### src/rtl/codificador_inmediato.sv
// Immediate encoder: inverse of the immediate extension unit. Checks whether a
// 32-bit constant fits the requested ExtImm format and packs the 24-bit field.
module codificador_inmediato #(
    parameter int NROT = 16
) (
    input  logic        clk,
    input  logic        rst_n,
    input  logic        start,
    input  logic [31:0] dataI,
    input  logic [1:0]  ExtImm,
    output logic [23:0] dataO,
    output logic        ok,
    output logic        done,
    output logic        busy
);
    typedef enum logic [1:0] {IDLE, SEARCH, FIN} state_t;

    localparam logic [3:0] ROT_LAST = 4'(NROT - 1);

    state_t      state_q, state_d;
    logic [31:0] val_q;
    logic [1:0]  mode_q;
    logic [3:0]  rot_q;
    logic [23:0] dataO_q;
    logic        ok_q;

    logic [5:0]  sh;
    logic [31:0] cand;
    logic        eval_ok, eval_fin;
    logic [23:0] eval_data;

    // Rotate-left by 2*rot; a right shift by 32 yields 0, so rot=0 is plain val.
    assign sh   = {1'b0, rot_q, 1'b0};
    assign cand = (val_q << sh) | (val_q >> (6'd32 - sh));

    // Evaluation of the current SEARCH cycle. Linear modes resolve in one pass.
    always_comb begin
        eval_ok   = 1'b0;
        eval_fin  = 1'b1;
        eval_data = '0;
        case (mode_q)
            2'b00: begin
                eval_ok   = (val_q[31:24] == 8'h00);
                eval_data = val_q[23:0];
            end
            2'b01: begin
                eval_ok   = (&val_q[31:23]) | ~(|val_q[31:23]);
                eval_data = val_q[23:0];
            end
            2'b10: begin
                eval_ok   = (&val_q[31:11]) | ~(|val_q[31:11]);
                eval_data = {12'b0, val_q[11:0]};
            end
            default: begin
                eval_ok   = (cand[31:8] == 24'h0);
                eval_fin  = eval_ok | (rot_q == ROT_LAST);
                eval_data = {12'b0, rot_q, cand[7:0]};
            end
        endcase
        if (!eval_ok) eval_data = '0;
    end

    always_ff @(posedge clk or negedge rst_n) begin
        if (!rst_n) state_q <= IDLE;
        else        state_q <= state_d;
    end

    always_comb begin
        state_d = state_q;
        case (state_q)
            IDLE:    if (start)    state_d = SEARCH;
            SEARCH:  if (eval_fin) state_d = FIN;
            FIN:                   state_d = IDLE;
            default:               state_d = IDLE;
        endcase
    end

    always_comb begin
        done = (state_q == FIN);
        busy = (state_q != IDLE);
    end

    always_ff @(posedge clk or negedge rst_n) begin
        if (!rst_n) begin
            val_q   <= '0;
            mode_q  <= '0;
            rot_q   <= '0;
            dataO_q <= '0;
            ok_q    <= 1'b0;
        end else begin
            if (state_q == IDLE && start) begin
                val_q  <= dataI;
                mode_q <= ExtImm;
                rot_q  <= '0;
            end
            if (state_q == SEARCH) begin
                if (eval_fin) begin
                    dataO_q <= eval_data;
                    ok_q    <= eval_ok;
                end else begin
                    rot_q <= rot_q + 4'd1;
                end
            end
        end
    end

    assign dataO = dataO_q;
    assign ok    = ok_q;
endmodule

### config.mk
export PLATFORM = sky130hd
export DESIGN_NAME = codificador_inmediato
export DESIGN_NICKNAME = d
export VERILOG_FILES = /design/src/rtl/codificador_inmediato.sv
export SDC_FILE = /design/constraint.sdc
export NUM_CORES = 1
export LEC_CHECK = 0
export ABC_CLOCK_PERIOD_IN_PS = 9300
export BUFFER_PORTS_ARGS = -buffer_cell sky130_fd_sc_hd__buf_2
export CORE_UTILIZATION = 25
export CTS_BUF_LIST = sky130_fd_sc_hd__clkbuf_4 sky130_fd_sc_hd__clkbuf_8
export CTS_CLUSTER_SIZE = 28
export DETAILED_ROUTE_END_ITERATION = 8
export PLACE_DENSITY_LB_ADDON = 0.15
export RECOVER_POWER = 50
export SLEW_MARGIN = 20
export SYNTH_ARGS = -nofsm -noshare
export SYNTH_HDL_FRONTEND = slang
export SYNTH_SLANG_ARGS = --single-unit
### constraint.sdc
create_clock -name clk -period 9.3 [get_ports clk]
set_input_delay 0.465 -clock clk [delete_from_list [all_inputs] [get_ports clk]]
set_output_delay 0.465 -clock clk [all_outputs]
set_load 0.05 [all_outputs]
==> results of run 1 <==
synthesized netlist by cell type (4+ instances only):
library cell  count  area [um^2]
dfrtp_1          65         1630
nand2_1          49          184
mux2i_1          34          340
clkbuf_1         33          124
mux2_2           33          372
nor2_1           30          113
o21ai_0          27          135
mux4_2           20          450
nor3_1           18         90.1
nand3_1          16         80.1
inv_1            15         56.3
a22o_1           12          105
a21oi_1          11         55.1
buf_2            10         50.1
a32oi_1           9         78.8
and2_1            9         56.3
nand4_1           8         50.1
o211ai_1          8         60.1
o2bb2ai_1         8         70.1
nor3b_1           7         52.6
buf_6             5         56.3
nor2b_1           5         31.3
a31oi_1           4         25.0
buf_1             4         15.0
or2_2             4         25.0
metal layers:
layer  part of all wire, %  wire (um)  vias up  track usage [%]
met5                     0          0        -                0
met4                   2.0        306        0             5.38
met1                    47       7360     2135             23.0
met2                    45       7080      144             24.6
met3                   5.4        836       16             3.17
li1                      -          -     1937                -
final timing paths:
path	startpoint	slack [ns]	to
setup / recovery	rot_q[0]	4.67	dataO[13]
hold / removal	dataI[0]	0.30	val_q[0]
setup reg to reg	rot_q[0]	4.67	dataO[13]
hold reg to reg	dataO[0]	0.49	dataO[0]
max in group asynchronous	rst_n	5.66	rot_q[0]
min in group asynchronous	rst_n	1.40	rot_q[0]
report_power, final:
| group | switching (mW) | internal (mW) |
|---|---|---|
| combinational | 0.779 | 0.597 |
| clock | 0.123 | 0.159 |
| sequential | 0.265 | 0.385 |
| total | 1.17 | 1.14 |
worst min-delay path, delay by kind of cell:
family                 cells  cell delay [ns]
AND/OR/NAND/NOR            1             0.03
buffers and inverters      1             0.08
AO/OA/AOI/OAI              1             0.05
through the flow:
step | hold slack [ns] | std cells | instance area [um^2]
finish | 0.297 | 797 | 5490
global placement | 0.473 | 781 | 5280
floorplan | 0.169 | 507 | 4870
detailed placement | 0.473 | 781 | 5280
CTS | 0.274 | 797 | 5510
global route | 0.298 | 797 | 5490
cell families (layout without fill, tap and decap cells):
family,Yosys count,count (layout),synth area share (%)
AO/OA/AOI/OAI,118,118,18.0
adder cells (fa/ha/maj),2,2,0.514
AND/OR/NAND/NOR,159,159,16.3
multiplexers,87,87,23.9
flip-flops,65,65,33.4
XOR/XNOR,3,3,0.694
buffers and inverters,73,103,7.19
layout make-up:
type	count	share of cell area, %
Inverter	18	1.23
Tap cell	260	5.92
Timing Repair Buffer	69	6.20
Clock buffer	10	2.51
Clock inverter	6	1.64
Sequential cell	65	29.6
Multi-Input combinational cell	369	52.9
registers in the layout (all words and copies together) (netlist names):
| signal | flops |
|---|---|
| state_q | 2 |
| ok | 1 |
| val_q | 32 |
| dataO | 24 |
| rot_q | 4 |
| mode_q | 2 |
==> summary.txt, run 1 <==
Detailed routing
  • DR vias/cell: 5.31
  • Drt wl/cell: 19.5 um
  • DRT antenna net count: 0
  • Vias: 4,232
  • Drt total wl: 15,600 um
  • Pre-antenna DRT Iters: 5
  • Iter 0 DRT Violations: 416
  • DRC: 0

Worst setup path
  • Worst stage delay on the critical path: 0.72 ns
  • Crit path arrival time: 4.92 ns
  • Crit. path cell count: 12
  • Worst EP required: 9.59 ns
  • FF-to-FF path depth: 12
  • Critical Path Sink Type: flip-flop
  • Crit-path cells: buf_4, inv_2, ha_2, buf_4, mux2i_1, mux4_2, nand2_1, a31oi_1, a41o_2, a31oi_4, nand2b_4, mux2i_1
  • Crit start category: flip-flop
  • Crit path max fanout: 71
  • Slowest CP cell: ha_2
  • Crit Path Category: reg -> reg
  • Crit path max-delay family: buffers and inverters
  • WP buf/inv: 3

Clock network
  • Maximum clock path buffer count: 2
  • Post-cts sizing count: 0
  • Root Buffer: clkbuf_8
  • Clk_lat worst skew: 0.37 ns
  • H-tree Lvls: 3
  • Cts hold-fix bufs: 0
  • Reg clk slew, reported paths: 0.08 ns
  • TritonCTS Buffers: 9
  • Setup repair bufs after CTS: 0
  • TritonCTS clock tree: done
  • CTS Sinks: 65

Cells and area
  • Area of the multi-input gates: 0.00290 mm^2
  • Total area of sequential cells: 0.00163 mm^2
  • Fill cells: 2,039
  • Fin nets: 571
  • Share of cells above drive strength 1: 27.2%
  • Area delta synth->final: 12.8%
  • Final Core Density: 29.1%
  • Commonest non-fill, non-tap cell in the layout: dfrtp_1
  • ANT cells: 0
  • Most frequent cells in the layout: 64 x dfrtp_1, 50 x buf_2, 49 x nand2_1

Die
  • Core ar.: 0.0189 mm^2
  • I/O Pins: 64
  • Die X: 142 um
  • Die Ht: 142 um
  • Initial core utilization: 25.8%
  • Row count: 50
  • Die ar.: 0.0200 mm^2

STA
  • Final Skew: 0.0140 ns
  • Final Setup Violations: 0
  • Worst setup margin: 4.67 ns
  • RSZ-0062 raised after global routing: false
  • Worst slew pin tran: 3.56 ns
  • Tmin final: 4.63 ns
  • Max-slew violation count: 66
  • Hold Fails Final Rpt: 0
  • Tcrit/Tclk final: 49.8%
  • Setup_tns: 0 ns
  • Fmax: 216 MHz
  • Worst slew margin: -138%

Power
  • Worst IR drop on VDD: 135 uV
  • Power Density: 420 mW/mm^2
  • Lkg Pwr: 2.15 nW
  • Tot Pwr: 2.31 mW

Synthesis
  • Mapped Area: 0.00487 mm^2
  • Number of flops mapped to enable cells by yosys: 0
  • Main synth FF type: dfrtp_1
  • Distinct cell type count after synthesis: 66
  • Mapped Nets: 546
  • Synth Register Bits: 65
  • Synth Area per Inst: 9.60 um^2
  • Asr flop ratio synth: 100%
  • Post-Synthesis Cells: 507
  • Sequential area share after synthesis: 33.4%
  • Synth Warn #: 0

Placement
  • Hpwl dp: 11,000 um
  • Pre-CTS setup slack: 4.68 ns
  • Gpl congestion: 0.862
  • Port Buffers: 63

GRT
  • Grt ovf: 0
  • Initial antenna violation count: 0
  • Largest net degree at the start of global routing: 72
  • Gr usage total: 16.2%
  • First-pass GRT wire length: 24,800 um
  • Number of global-route vias before repair: 4,129

Run
  • Max_cap viols: 1

Hold path
  • HP Class: in -> reg
  • Worst hold stages: 3

Outcome
  • Failing checks: max-capacitance violations, max-slew violations
  • Status: complete, but fails checks
No activity file was read; power rests on OpenSTA's default activity.
==> run 2: changes to the inputs <==
- ABC_AREA: unset -> 1
- ABC_CLOCK_PERIOD_IN_PS: 9300 -> 4400
- clock period: 9.3 -> 4.4 ns (I/O delays scaled with it)
==> run 2 against run 1 <==
Via count increased by 24%. Sequential share of layout area decreased by 0.38 points. Synthesized cell count increased by 49%. Area after synthesis decreased by 0.67%. The flow now finishes without violations. Clock power increased by 110%. Cell area increased by 1.2%. Critical endpoint is now dataO[17]. Sequential power increased by 55%.
==> summary.txt, run 2 <==
Power
  • Switching power: 2.50 mW (was 1.17 mW)
  • Power Density: 801 mW/mm^2 (was 420 mW/mm^2)
  • Worst IR drop on VDD: 289 uV (was 135 uV)
  • Sw frac: 56.0% (was 50.5%)
  • Tot Pwr: 4.45 mW (was 2.31 mW)
  • Combinational share of power: 64.1% (was 59.6%)
  • Clock network power share: 13.2% (was 12.2%)
  • Internal: 1.96 mW (was 1.14 mW)
  • Flop pwr share: 22.7% (was 28.2%)
  • Lkg Pwr: 2.70 nW (was 2.15 nW)

Cells and area
  • Fin nets: 844 (was 571)
  • Share of cells above drive strength 1: 10.7% (was 27.2%)
  • Area delta synth->final: 14.9% (was 12.8%)
  • Fill cells: 2,160 (was 2,039)
  • Largest register FFs: 32 (unchanged)
  • ANT cells: 0 (unchanged)
  • Finished Cell Area: 0.00556 mm^2 (was 0.00549 mm^2)
  • Most frequent cells in the layout: 273 x nand2_1, 117 x nand3_1, 65 x dfrtp_1 (was 64 x dfrtp_1, 50 x buf_2, 49 x nand2_1)
  • Reg with most FFs: val_q (unchanged)
  • Final Core Density: 29.5% (was 29.1%)
  • Commonest non-fill, non-tap cell in the layout: nand2_1 (was dfrtp_1)

Worst setup path
  • WP buf/inv: 3 (unchanged)
  • Crit path max-delay family: simple AND/OR/NAND/NOR gates (was buffers and inverters)
  • Worst stage delay on the critical path: 0.61 ns (was 0.72 ns)
  • Most used cell, CP: nand2_1
  • Crit Path Category: reg -> reg (unchanged)
  • Crit path arrival time: 3.53 ns (was 4.92 ns)
  • Worst EP required: 4.64 ns (was 9.59 ns)
  • FF-to-FF path depth: 19 (was 12)
  • Crit path max fanout: 34 (was 71)
  • Crit start category: flip-flop (unchanged)
  • Critical Path Sink Type: flip-flop (unchanged)
  • Crit. path cell count: 19 (was 12)
  • Crit-path cells: clkinv_1, ha_1, inv_1, nand3_1, nand2_1, nand2_1, nand2_1, nand2_1, nor2_1, nand2_1, nand2_1, nand2_1, nor2_1, nand2_1, nand2_1, nand2_2, buf_4, nand2_1, o21ai_1 (was buf_4, inv_2, ha_2, buf_4, mux2i_1, mux4_2, nand2_1, a31oi_1, a41o_2, a31oi_4, nand2b_4, mux2i_1)
  • Slowest CP cell: inv_1 (was ha_2)

Synthesis
  • Asr flop ratio synth: 100% (unchanged)
  • Distinct cell type count after synthesis: 34 (was 66)
  • Mapped Nets: 796 (was 546)
  • Synth Warn #: 0 (unchanged)
  • Simple-Gate Fraction of Synth Area: 41.1% (was 16.3%)
  • Sequential area share after synthesis: 33.6% (was 33.4%)
  • Mapped Area: 0.00484 mm^2 (was 0.00487 mm^2)
  • Post-Synthesis Cells: 757 (was 507)
  • Main synth FF type: dfrtp_1 (unchanged)
  • Mux cell area share after synthesis: 3.72% (was 23.9%)
  • Synth top cells by count: 274 x nand2_1, 117 x nand3_1, 65 x dfrtp_1, 58 x nor2_1, 45 x inv_1 (was 65 x dfrtp_1, 49 x nand2_1, 34 x mux2i_1, 33 x clkbuf_1, 33 x mux2_2)
  • Number of flops mapped to enable cells by yosys: 0 (unchanged)
  • Cell taking the most area after synthesis: dfrtp_1 (unchanged)
  • Synth Register Bits: 65 (unchanged)
  • Post-synthesis xor/xnor area fraction: 0.543% (was 0.694%)
  • Synth Area per Inst: 6.39 um^2 (was 9.60 um^2)
  • Largest family of logic cells by synthesized area: simple AND/OR/NAND/NOR gates (was multiplexers)
  • Synth Area in Compound Gates: 12.1% (was 18.0%)
  • Top post-synthesis cells by area: dfrtp_1 34%, nand2_1 21%, nand3_1 12% (was dfrtp_1 33%, mux4_2 9.2%, mux2_2 7.6%)
  • Synth top area share: 33.6% (was 33.4%)
  • Synthesized-area fraction occupied by adder cells: 0.517% (was 0.514%)
  • Top-count cell post-synth: nand2_1 (was dfrtp_1)

STA
  • Max-slew violation count: 0 (was 66)
  • RSZ-0062 raised after global routing: false (unchanged)
  • Worst slew margin: 9.21% (was -138%)
  • Hold Fails Final Rpt: 0 (unchanged)
  • Worst slew pin tran: 1.36 ns (was 3.56 ns)
  • Tmin final: 3.28 ns (was 4.63 ns)
  • Setup_tns: 0 ns (unchanged)
  • Fmax: 305 MHz (was 216 MHz)
  • Tcrit/Tclk final: 74.6% (was 49.8%)
  • Final Skew: 0.0157 ns (was 0.0140 ns)
  • Final Setup Violations: 0 (unchanged)

Die
  • I/O Pins: 64 (unchanged)
  • Row count: 50 (unchanged)
  • Die Ht: 141 um (was 142 um)
  • Die X: 141 um (was 142 um)
  • Initial core utilization: 25.7% (was 25.8%)
  • Die ar.: 0.0199 mm^2 (was 0.0200 mm^2)
  • Core ar.: 0.0188 mm^2 (was 0.0189 mm^2)

GRT
  • Largest net degree at the start of global routing: 55 (was 72)
  • Grt ovf: 0 (unchanged)
  • Initial antenna violation count: 0 (unchanged)
  • Gr usage total: 18.1% (was 16.2%)
  • Number of global-route vias before repair: 5,065 (was 4,129)
  • First-pass GRT wire length: 27,900 um (was 24,800 um)

Hold path
  • Worst hold stages: 2 (was 3)
  • HP Class: in -> reg (unchanged)

Detailed routing
  • Iter 0 DRT Violations: 428 (was 416)
  • Vias: 5,237 (was 4,232)
  • DRT antenna net count: 0 (unchanged)
  • Pre-antenna DRT Iters: 5 (unchanged)
  • DR vias/cell: 4.89 (was 5.31)
  • DRC: 0 (unchanged)
  • Drt wl/cell: 16.0 um (was 19.5 um)
  • Drt total wl: 17,200 um (was 15,600 um)

Run
  • Max_cap viols: 0 (was 1)

Clock network
  • TritonCTS clock tree: done (unchanged)
  • Clk_lat worst skew: 0.37 ns (about the same)
  • CTS Sinks: 65 (unchanged)
  • Post-cts sizing count: 0 (unchanged)
  • H-tree Lvls: 3 (unchanged)
  • Cts hold-fix bufs: 1 (was 0)
  • Root Buffer: clkbuf_8 (unchanged)
  • Maximum clock path buffer count: 2 (unchanged)
  • TritonCTS Buffers: 9 (unchanged)
  • Setup repair bufs after CTS: 0 (unchanged)
  • Reg clk slew, reported paths: 0.09 ns (was 0.08 ns)

Placement
  • Gpl congestion: 0.855 (was 0.862)
  • Port Buffers: 63 (unchanged)
  • Placement Cell Area: 0.00536 mm^2 (was 0.00528 mm^2)
  • Hpwl dp: 12,800 um (was 11,000 um)

Outcome
  • Status: finished clean (was complete, but fails checks)
run 2: cell types whose count changed after synthesis, moves of 28 or more:
cell,previous run,this run
o21ai_1,2,33
nand2_1,49,274
nand3_1,16,117
inv_1,15,45
mux2i_1,34,0
nor2_1,30,58
run 2: power groups by stage:
stage / sequential, mW / combinational [mW] / clock, mW
2_1_floorplan: 0.931 / 2.12 / 0
3_5_place_dp: 1.02 / 2.82 / 0
6_report: 1.01 / 2.85 / 0.589
4_1_cts: 1.01 / 2.84 / 0.608
3_3_place_gp: 1.02 / 2.89 / 0
5_1_grt: 1.04 / 3.23 / 0.635
run 2: kinds of logic after synthesis:
logic type,Yosys count
buffers and inverters,90
AND/OR/NAND/NOR,475
flip-flops,65
XOR/XNOR,3
multiplexers,16
adder cells (fa/ha/maj),2
AO/OA/AOI/OAI,106
run 2: cell type report:
type	instances	area, um^2	share of cell area [%]
repair buffers	76	379	6.82
well taps	260	325	5.85
inverters	51	191	3.44
multi-input cells	602	2810	50.6
clock inverters	6	91.3	1.64
clock buffers	10	131	2.36
flip-flops and latches	65	1630	29.3
run 2: metrics by stage:
step,hold WS (ns),setup WS (ns),std cells
final,0.0707,1.12,1070
after global routing,0.0631,0.712,1070
after CTS,0.0554,1.11,1070
after detailed placement,0.120,1.13,1053
after global placement,0.119,1.15,1053
after floorplan,-0.0756,1.79,757
run 2: final timing paths:
kind	startpoint	slack [ns]	end
max	rot_q[1]	1.12	dataO[17]
min	dataI[26]	0.07	val_q[26]
max reg2reg	rot_q[1]	1.12	dataO[17]
min reg2reg	dataO[22]	0.50	dataO[22]
max in group asynchronous	rst_n	2.26	val_q[18]
min in group asynchronous	rst_n	0.38	dataO[2]
run 2: per-layer routing:
metal,vias to the layer above,global-route usage [%],wire (um),share of wire [%]
li1,2601,-,-,-
met1,2438,25.2,8260,48
met2,176,28.1,7700,45
met3,22,3.09,916,5.3
met4,0,6.01,276,1.6
met5,-,0,0,0
==> run 3: changes to the inputs <==
- ABC_AREA: 1 -> 0
- ABC_CLOCK_PERIOD_IN_PS: 4400 -> 3300
- clock period: 4.4 -> 3.3 ns (I/O delays scaled with it)
==> run 3 against run 2 <==
The flow now finishes with violations (max-capacitance violations, max-slew violations). Worst hold slack worse by 0.051 ns. First-iteration DRC count down 11%. Combinational power grew 46%. Critical path depth decreased by 10. Cell area increased by 2.8%. Final cell count fell by 23%. Clock-buffer cell count shrank 1. Fmax up 7.9%. Die area is 0.66% higher.
==> summary.txt, run 3 (synthesis results as in run 1) <==
STA
  • Hold Fails Final Rpt: 0 (unchanged)
  • Worst slew margin: -37.3% (was 9.21%)
  • Final Setup Violations: 0 (unchanged)
  • Worst setup margin: 0.257 ns (was 1.12 ns)
  • Final Skew: 0.0134 ns (was 0.0157 ns)
  • RSZ-0062 raised after global routing: false (unchanged)
  • Final hold slack: 0.0194 ns (was 0.0707 ns)
  • Fmax: 329 MHz (was 305 MHz)
  • Setup_tns: 0 ns (unchanged)
  • Tcrit/Tclk final: 92.2% (was 74.6%)
  • Worst slew pin tran: 2.06 ns (was 1.36 ns)
  • Tmin final: 3.04 ns (was 3.28 ns)
  • Max-slew violation count: 36 (was 0)

Worst setup path
  • Crit Path Category: reg -> reg (unchanged)
  • FF-to-FF path depth: 9 (was 19)
  • Crit path max fanout: 70 (was 34)
  • R2r endpoint: dataO[16] (was dataO[17])
  • Reg2reg setup slack: 0.26 ns (was 1.12 ns)
  • Worst EP required: 3.56 ns (was 4.64 ns)
  • Worst setup path startpoint: rot_q[0] (was rot_q[1])
  • WP buf/inv: 1 (was 3)
  • Slowest CP cell: mux4_2 (was inv_1)
  • Worst setup path endpoint: dataO[16] (was dataO[17])
  • Crit path arrival time: 3.31 ns (was 3.53 ns)
  • Critical Path Sink Type: flip-flop (unchanged)
  • Worst stage delay on the critical path: 0.62 ns (was 0.61 ns)
  • Crit start category: flip-flop (unchanged)
  • Reg2Reg Launch Point: rot_q[0] (was rot_q[1])
  • Crit path max-delay family: simple AND/OR/NAND/NOR gates (unchanged)
  • Crit. path cell count: 9 (was 19)
  • Crit-path cells: buf_12, mux4_2, nor4_2, nand3_1, o21ai_0, a41o_2, a31oi_4, nand2b_4, a22o_1 (was clkinv_1, ha_1, inv_1, nand3_1, nand2_1, nand2_1, nand2_1, nand2_1, nor2_1, nand2_1, nand2_1, nand2_1, nor2_1, nand2_1, nand2_1, nand2_2, buf_4, nand2_1, o21ai_1)

Clock network
  • Root Buffer: clkbuf_8 (unchanged)
  • Reg clk slew, reported paths: 0.08 ns (was 0.09 ns)
  • Maximum clock path buffer count: 2 (unchanged)
  • TritonCTS clock tree: done (unchanged)
  • CTS Sinks: 65 (unchanged)
  • Setup repair bufs after CTS: 0 (unchanged)
  • H-tree Lvls: 3 (unchanged)
  • TritonCTS Buffers: 9 (unchanged)
  • Clk_lat worst skew: 0.37 ns (about the same)

Die
  • Die X: 142 um (was 141 um)
  • I/O Pins: 64 (unchanged)
  • Row count: 50 (unchanged)
  • Die ar.: 0.0200 mm^2 (was 0.0199 mm^2)
  • Initial core utilization: 25.8% (was 25.7%)
  • Core ar.: 0.0189 mm^2 (was 0.0188 mm^2)
  • Die Ht: 142 um (was 141 um)

Power
  • Tot Pwr: 6.74 mW (was 4.45 mW)
  • Worst IR drop on VDD: 415 uV (was 289 uV)
  • Power Density: 1180 mW/mm^2 (was 801 mW/mm^2)
  • Lkg Pwr: 2.22 nW (was 2.70 nW)

Detailed routing
  • Drt wl/cell: 19.3 um (was 16.0 um)
  • DR vias/cell: 5.28 (was 4.89)
  • Iter 0 DRT Violations: 382 (was 428)
  • Vias: 4,335 (was 5,237)
  • DRC: 0 (unchanged)
  • Pre-antenna DRT Iters: 5 (unchanged)
  • DRT antenna net count: 0 (unchanged)
  • Drt total wl: 15,800 um (was 17,200 um)

Cells and area
  • Final Non-Filler Cells: 821 (was 1,070)
  • Area delta synth->final: 17.4% (was 14.9%)
  • Commonest non-fill, non-tap cell in the layout: dfrtp_1 (was nand2_1)
  • Most frequent cells in the layout: 64 x dfrtp_1, 49 x nand2_1, 36 x buf_2 (was 273 x nand2_1, 117 x nand3_1, 65 x dfrtp_1)
  • ANT cells: 0 (unchanged)
  • Share of cells above drive strength 1: 26.9% (was 10.7%)
  • Fin nets: 595 (was 844)
  • Reg with most FFs: val_q (unchanged)
  • Largest register FFs: 32 (unchanged)

Run
  • Max_cap viols: 1 (was 0)

Placement
  • Gpl congestion: 0.853 (was 0.855)
  • Port Buffers: 63 (unchanged)
  • Pre-CTS setup slack: 0.128 ns (was 1.13 ns)
  • Placed cell count: 799 (was 1,053)
  • Hpwl dp: 11,500 um (was 12,800 um)

GRT
  • Number of global-route vias before repair: 4,337 (was 5,065)
  • Initial antenna violation count: 0 (unchanged)
  • First-pass GRT wire length: 25,300 um (was 27,900 um)
  • Largest net degree at the start of global routing: 71 (was 55)
  • Grt ovf: 0 (unchanged)
  • Gr usage total: 16.8% (was 18.1%)

Outcome
  • Failing checks: max-capacitance violations, max-slew violations
  • Status: complete, but fails checks (was finished clean)

Hold path
  • HP Class: in -> reg (unchanged)
-- run 3: where the power goes --
| part | switching [mW] | internal (mW) |
|---|---|---|
| logic | 2.27 | 1.88 |
| registers | 0.709 | 1.09 |
| clock network | 0.361 | 0.433 |
| total | 3.34 | 3.40 |
-- run 3: worst min path at each step --
stage	startpoint	endpoint	cells past startpoint
after floorplan	rst_n	dataO[0]	0
after global placement	rst_n	val_q[5]	1
after detailed placement	rst_n	val_q[5]	1
after CTS	dataI[15]	val_q[15]	2
after global routing	dataI[19]	val_q[19]	2
final	dataI[0]	val_q[0]	3
-- run 3: repair_timing --
item                                    CTS  global route
hold endpoints to repair                 39             0
hold buffers                              6             0
resized for setup                         0             1
endpoints found under the setup margin    0            13
-- run 3: stage by stage --
step | util (%) | instance area [um^2]
after floorplan | - | 4870
after global placement | 28.9 | 5460
after detailed placement | 28.9 | 5460
after CTS | 30.4 | 5740
after global routing | 30.3 | 5720
final | 30.3 | 5720
-- run 3: final cells by class --
class / count / area, um^2
clock buffer: 9 / 124
clock inverter: 7 / 101
fill: 2059 / 13200
inverter: 18 / 67.6
multi-input combinational: 369 / 2910
sequential: 65 / 1630
tap: 260 / 325
timing repair buffer: 93 / 557
-- run 3: worst min-delay path, cell delays in order --
cell and delay [ns]:
buf_2 0.07, nand2_1 0.04, o21ai_0 0.07
-- run 3: metal layers --
| metal | track usage, % | vias to the layer above | part of all wire, % |
|---|---|---|---|
| met2 | 26.6 | 147 | 46 |
| li1 | - | 1991 | - |
| met5 | 0 | - | 0 |
| met3 | 2.90 | 26 | 5.2 |
| met4 | 6.40 | 0 | 2.4 |
| met1 | 22.7 | 2171 | 46 |
